## src/rtl/partition_chk_pkg.sv

```systemverilog
// Shared types and helpers for the partition sweep checker: FSM/mode encodings,
// maximal-length Galois LFSR tap table and a 16-bit popcount.
package partition_chk_pkg;

  typedef enum logic [1:0] {
    ST_IDLE  = 2'd0,
    ST_RUN   = 2'd1,
    ST_DRAIN = 2'd2,
    ST_DONE  = 2'd3
  } state_e;

  typedef enum logic {
    MODE_EXH  = 1'b0,
    MODE_LFSR = 1'b1
  } mode_e;

  // Right-shifting Galois toggle masks; bit (t-1) set for each polynomial tap t.
  function automatic logic [15:0] lfsr_taps(input int width);
    logic [15:0] t;
    case (width)
      3:       t = 16'h0006;
      4:       t = 16'h000C;
      5:       t = 16'h0014;
      6:       t = 16'h0030;
      7:       t = 16'h0060;
      8:       t = 16'h00B8;
      9:       t = 16'h0110;
      10:      t = 16'h0240;
      11:      t = 16'h0500;
      12:      t = 16'h0829;
      13:      t = 16'h100D;
      14:      t = 16'h2015;
      15:      t = 16'h6000;
      16:      t = 16'hD008;
      default: t = 16'h0006;
    endcase
    return t;
  endfunction

  function automatic logic [4:0] popcount(input logic [15:0] v);
    logic [4:0] c;
    c = '0;
    for (int i = 0; i < 16; i++) begin
      c = c + {4'd0, v[i]};
    end
    return c;
  endfunction

endpackage

```

## src/rtl/partition_pattern_gen.sv

```systemverilog
// Pattern source: exhaustive counter or Galois LFSR, plus the issued counter
// that flags the final pattern of the sweep.
module partition_pattern_gen
  import partition_chk_pkg::*;
#(
  parameter int IN_W = 7
) (
  input  logic            clk,
  input  logic            rst_n,
  input  logic            load_i,
  input  logic            mode_i,
  input  logic [IN_W-1:0] seed_i,
  input  logic [IN_W:0]   num_vec_i,
  input  logic            issue_i,
  output logic [IN_W-1:0] pi_o,
  output logic            last_o,
  output logic            n_zero_o
);

  localparam logic [15:0]     TAPS16 = lfsr_taps(IN_W);
  localparam logic [IN_W-1:0] TAPS   = TAPS16[IN_W-1:0];
  localparam logic [IN_W:0]   N_EXH  = {1'b1, {IN_W{1'b0}}};
  localparam logic [IN_W:0]   N_MAX  = {1'b0, {IN_W{1'b1}}};

  logic [IN_W-1:0] pi_q, pi_d;
  logic [IN_W:0]   issued_q, issued_d;
  logic [IN_W:0]   n_q, n_d;
  mode_e           mode_q, mode_d;
  logic [IN_W-1:0] lfsr_next;

  assign lfsr_next = (pi_q >> 1) ^ (pi_q[0] ? TAPS : '0);
  assign last_o    = ((issued_q + {{IN_W{1'b0}}, 1'b1}) == n_q);
  assign n_zero_o  = (n_q == '0);
  assign pi_o      = pi_q;

  always_comb begin
    pi_d     = pi_q;
    issued_d = issued_q;
    n_d      = n_q;
    mode_d   = mode_q;
    if (load_i) begin
      mode_d   = mode_e'(mode_i);
      issued_d = '0;
      if (mode_i) begin
        pi_d = (seed_i == '0) ? IN_W'(1) : seed_i;
        n_d  = (num_vec_i > N_MAX) ? N_MAX : num_vec_i;
      end else begin
        pi_d = '0;
        n_d  = N_EXH;
      end
    end else if (issue_i) begin
      issued_d = issued_q + {{IN_W{1'b0}}, 1'b1};
      // The final pattern stays on pi after the sweep ends.
      if (!last_o) begin
        pi_d = (mode_q == MODE_LFSR) ? lfsr_next : pi_q + IN_W'(1);
      end
    end
  end

  always_ff @(posedge clk or negedge rst_n) begin
    if (!rst_n) begin
      pi_q     <= '0;
      issued_q <= '0;
      n_q      <= '0;
      mode_q   <= MODE_EXH;
    end else begin
      pi_q     <= pi_d;
      issued_q <= issued_d;
      n_q      <= n_d;
      mode_q   <= mode_d;
    end
  end

endmodule

```

## config.mk

```make
export PLATFORM = sky130hd
export DESIGN_NAME = partition_pattern_gen
export DESIGN_NICKNAME = d
export VERILOG_FILES = /design/src/rtl/partition_chk_pkg.sv /design/src/rtl/partition_pattern_gen.sv
export SDC_FILE = /design/constraint.sdc
export NUM_CORES = 1
export LEC_CHECK = 0
export CORE_AREA = 2 2 62 64
export CTS_BUF_LIST = sky130_fd_sc_hd__clkbuf_4 sky130_fd_sc_hd__clkbuf_8
export DETAILED_ROUTE_END_ITERATION = 6
export DIE_AREA = 0 0 64 66
export PLACE_DENSITY_LB_ADDON = 0.25
export SLEW_MARGIN = 20
export SYNTH_ARGS = -nofsm -noshare
export SYNTH_HDL_FRONTEND = slang
export SYNTH_SLANG_ARGS = --single-unit
```

## constraint.sdc

```tcl
create_clock -name clk -period 2.3 [get_ports clk]
set_input_delay 0.69 -clock clk [delete_from_list [all_inputs] [get_ports clk]]
set_output_delay 0.69 -clock clk [all_outputs]
set_load 0.005 [all_outputs]
```

# Yosys cells after proc, flatten, opt, wreduce, memory -nomap -nowiden
# Cells that the tools add are included.
dict set report totals {
  inputBits 20
  register_bits 24
  wordCells 25
}
dict set report op_classes {
  reduce_logical 4
  addsub 2
  eq_ne 2
  mux 11
  order_cmp 1
  n_bitwise 1
}
# op n
set ops {}
lappend ops {{$mux 7} 7}
lappend ops {{$mux 8} 4}
lappend ops {{$add 8x1->8 const B} 1}
lappend ops {{$eq 8x8->1} 1}
lappend ops {{$gt 8x7->1 const B} 1}
lappend ops {{$logic_not 8->1} 1}
lappend ops {{$add 7x1->7 const B} 1}
lappend ops {{$logic_not 7->1} 1}
lappend ops {{$xor 6x7->7} 1}
lappend ops {{$ne 2x2->1 const B} 1}
lappend ops {{$reduce_and 2->1} 1}
lappend ops {{$reduce_bool 2->1} 1}

# Longest topological paths before layout
dict set report depth {
  ltp_word 6
  ltp_mapped 7
  mapped_depth_nobuf 7
}

# Least setup slack after synthesis
# Ideal clock, no wire load.
dict set report synth_path {
  path_kind {flip-flop to output port}
  from {register issued_q[0]}
  to {output port last_o}
  path_buffers 0
  t_required_ns 1.610
  t_arrival_ns 1.603
  slack_ns 0.007
  stages_incl_launch_ff 6
  cell_sequence {dfrtp_1 ha_1 nand3_1 xnor2_2 o2111ai_2 nor4_1}
}
dict set report synth_between {
  elab_chain_len 2
}
# item line
set synth_rtl {}
lappend synth_rtl {{start, declared} partition_pattern_gen.sv:26} ;# logic [IN_W:0] issued_q, issued_d;
lappend synth_rtl {{start signal, assigned} partition_pattern_gen.sv:68} ;# issued_q <= issued_d;
lappend synth_rtl {{$add 8x1->8} partition_pattern_gen.sv:32} ;# assign last_o = ((issued_q + {{IN_W{1'b0}}, 1'b1}) == n_q);
lappend synth_rtl {{$eq 8x8->1} partition_pattern_gen.sv:32}
lappend synth_rtl {{end, declared} partition_pattern_gen.sv:16} ;# output logic last_o,
# Every way passes these cells.

# Worst setup path in the final report
dict set report layout_path {
  from {register issued_q[1]}
  to {output port last_o}
}
# The elaborated chain is that of the path after synthesis.

==> impl_metrics.json <==
{
  "status": "finished with violations",
  "failed_checks": "negative setup slack",
  "track_usage_pct": 18.5,
  "start_util_pct": 43.4,
  "p_sw_uw": 306,
  "synth_flop_cell": "dfrtp_1",
  "crit_path_start_kind": "flop",
  "fin_worst_skew_ns": 0.00377,
  "p_int_uw": 708,
  "setup.worst_path.end_class": "output port",
  "final_nets": 259,
  "crit_required_ns": 1.61,
  "swShare_pct": 30.2,
  "final_antenna_net_count": 0,
  "fp.coreArea_um2": 3550,
  "max_slew_margin_pct": 74.0,
  "die_area_um2": 4220,
  "synth_area_um2": 1540,
  "synthMuxAreaShare_pct": 5.93,
  "drv_cap": 0,
  "grt_first_pass_wirelength_mm": 6.23,
  "cts_tree": "built",
  "rsz0062_at_grt": "true",
  "power.share.combinational_pct": 33.3,
  "setup_violations": 7,
  "grt_max_degree": 25,
  "routedWlPerCell_um": 13.3,
  "synth_xor_area_share_pct": 10.2,
  "power_density_nw_per_um2": 455,
  "yosys.area_share.simple_pct": 18.1,
  "drive_above_1_share_pct": 26.4,
  "fin_crit_ns": 2.54,
  "finalSetupTns_ns": -1.09,
  "synth_top_family_by_area": "compound AO/OA/AOI/OAI gates",
  "dr.pass1.iters": 4,
  "irDropWorstVdd_mv": 0.264,
  "yosysSeqAreaShare_pct": 39.0,
  "synthAdderAreaFrac_pct": 1.62,
  "yosysWarnings": 0,
  "hold_depth": 2,
  "viasPerCell": 5.24,
  "finalMaxSlewViolations": 0,
  "gr-total-overflow": 0,
  "timing.final.crit_share_pct": 111,
  "place_congestion": 0.882,
  "rr_worst_depth": 11,
  "r2r_slack_ns": -0.19,
  "cts-hold-fix-buffers": 0,
  "ys_top_cells_by_area": "dfrtp_1, mux2i_1, o21ai_0",
  "critPathMaxFanout": 2,
  "nFillCells": 308,
  "synth-edff-count": 0,
  "yosys.cell_count.top_type": "dfrtp_1",
  "antenna_found_initial": 0,
  "clock-sinks": 24,
  "power_frac_clock_pct": 16.6,
  "grt_pass1_vias": 1411,
  "rows": 22,
  "clkTransAtPathRegs_ns": 0.11,
  "hp-class": "flop to flop",
  "ios": 29,
  "p_leak_uw": 0.000970,
  "hold_viol": 0,
  "drc": 0,
  "via_count": 1483,
  "netlist_instances": 176,
  "htreeDepth": 1,
  "cts_root_buf": "clkbuf_4",
  "areaGrowthSynthToFinish_pct": 44.7,
  "worst_slack_ns": -0.242,
  "yosysTopAreaCell": "dfrtp_1",
  "worst_pin_slew_ns": 0.390,
  "synth_compound_area_share_pct": 20.6,
  "max_freq_mhz": 393,
  "yosysTopAreaCellShare_pct": 39.0,
  "seqPwrFrac_pct": 50.1,
  "wl_mm": 3.76,
  "port_buffers": 28,
  "crit_arrival_ns": 1.85,
  "synthTopCellsByCount": "dfrtp_1, nor2_1, nand2_1",
  "synthesis.nets": 198,
  "die_h_um": 66,
  "path_class": "flop to output port",
  "clk_latency_ns": 0.29,
  "cts_buffers": 3,
  "fin_cells": 283,
  "finish.utilization_pct": 62.8,
  "place_inst": 270,
  "num_antenna_cells": 0,
  "synth_area_per_cell_um2": 8.75,
  "ys_types": 38,
  "drt_iter0_drc": 113,
  "power_uw": 1010,
  "synth_seq_cells": 24,
  "hold-worst-slack_ns": 0.593,
  "chipWidth_um": 64,
  "hpwlAfterDp_mm": 2.78,
  "async_flop_share_pct": 100,
  "ctsLongestPathBuffers": 2
}
## stage by stage
step | setup slack [ns] | cell area, µm²
after global placement | -0.409 | 2050
after detailed placement | -0.576 | 2050
final | -0.242 | 2230
after floorplan | 0.00712 | 1540
after global routing | -0.359 | 2230
after CTS | -0.237 | 2170
## power by group through the flow
stage / sequential (µW) / combinational (µW) / clock, µW
floorplan: 500 / 154 / 0
global placement: 509 / 285 / 0
detailed placement: 511 / 294 / 0
CTS: 506 / 319 / 177
global route: 514 / 371 / 202
finish: 508 / 337 / 169
## worst paths after layout
path                                               from                 endpoint
worst max register to register  issued_q[1]$_DFFE_PN0P_      pi_o[1]$_DFFE_PN0P_
worst max-delay path            issued_q[1]$_DFFE_PN0P_                   last_o
min in group asynchronous                         rst_n  issued_q[4]$_DFFE_PN0P_
worst min register to register       n_q[0]$_DFFE_PN0P_       n_q[0]$_DFFE_PN0P_
max in group asynchronous                         rst_n  issued_q[3]$_DFFE_PN0P_
worst min-delay path                 n_q[0]$_DFFE_PN0P_       n_q[0]$_DFFE_PN0P_
## what timing repair did
item	in CTS	in global routing
resized for setup	15	13
hold endpoints to repair	0	0
pin swaps	3	6
setup buffers	8	2
setup endpoints to repair	8	8
## sequential cells by signal (all words and copies together), names as in the netlist
name	flops
n_q	8
pi_o	7
mode_q	1
issued_q	8
## worst max-delay path, stage by stage (launching register included)
cell	delay (ns)
dfrtp_1	0.44
ha_4	0.30
xnor2_2	0.11
o311a_2	0.20
o211ai_1	0.15
nor4_4	0.20
buf_2	0.16
## layout make-up
class | instances | area [µm²] | share of cell area [%]
multi-input cells | 133 | 943 | 42.3
flip-flops and latches | 24 | 602 | 27.0
repair buffers | 64 | 559 | 25.1
well taps | 48 | 60.1 | 2.70
inverters | 11 | 41.3 | 1.85
clock buffers | 3 | 22.5 | 1.01
## placed cells by master (no fill, tap or decap), types with 6 or more instances in the layout
master	instances
nor2_1	18
inv_1	10
buf_4	32
mux2i_1	8
clkdlybuf4s50_1	26
o21ai_0	14
dfrtp_1	23
o211ai_1	8
nand2_1	15
nand3_1	7
xor2_1	9
o21ai_1	6
## per-layer routing
layer  part of all wire [%]  up-vias  routed length, µm  track usage [%]
li1                       -      742                  -                -
met1                     47      700               1780             25.6
met2                     48       39               1800             29.7
met3                    4.2        2                158             3.24
met4                   0.61        0                 23             4.89
met5                      0        -                  0                0
## cells by family after synthesis
logic type / after synthesis
xor+xnor: 17
mux: 9
compound gates: 46
buf+inv: 19
flops: 24
fa+ha+maj: 2
simple gates: 59
Power figures use the tool's default switching activity.
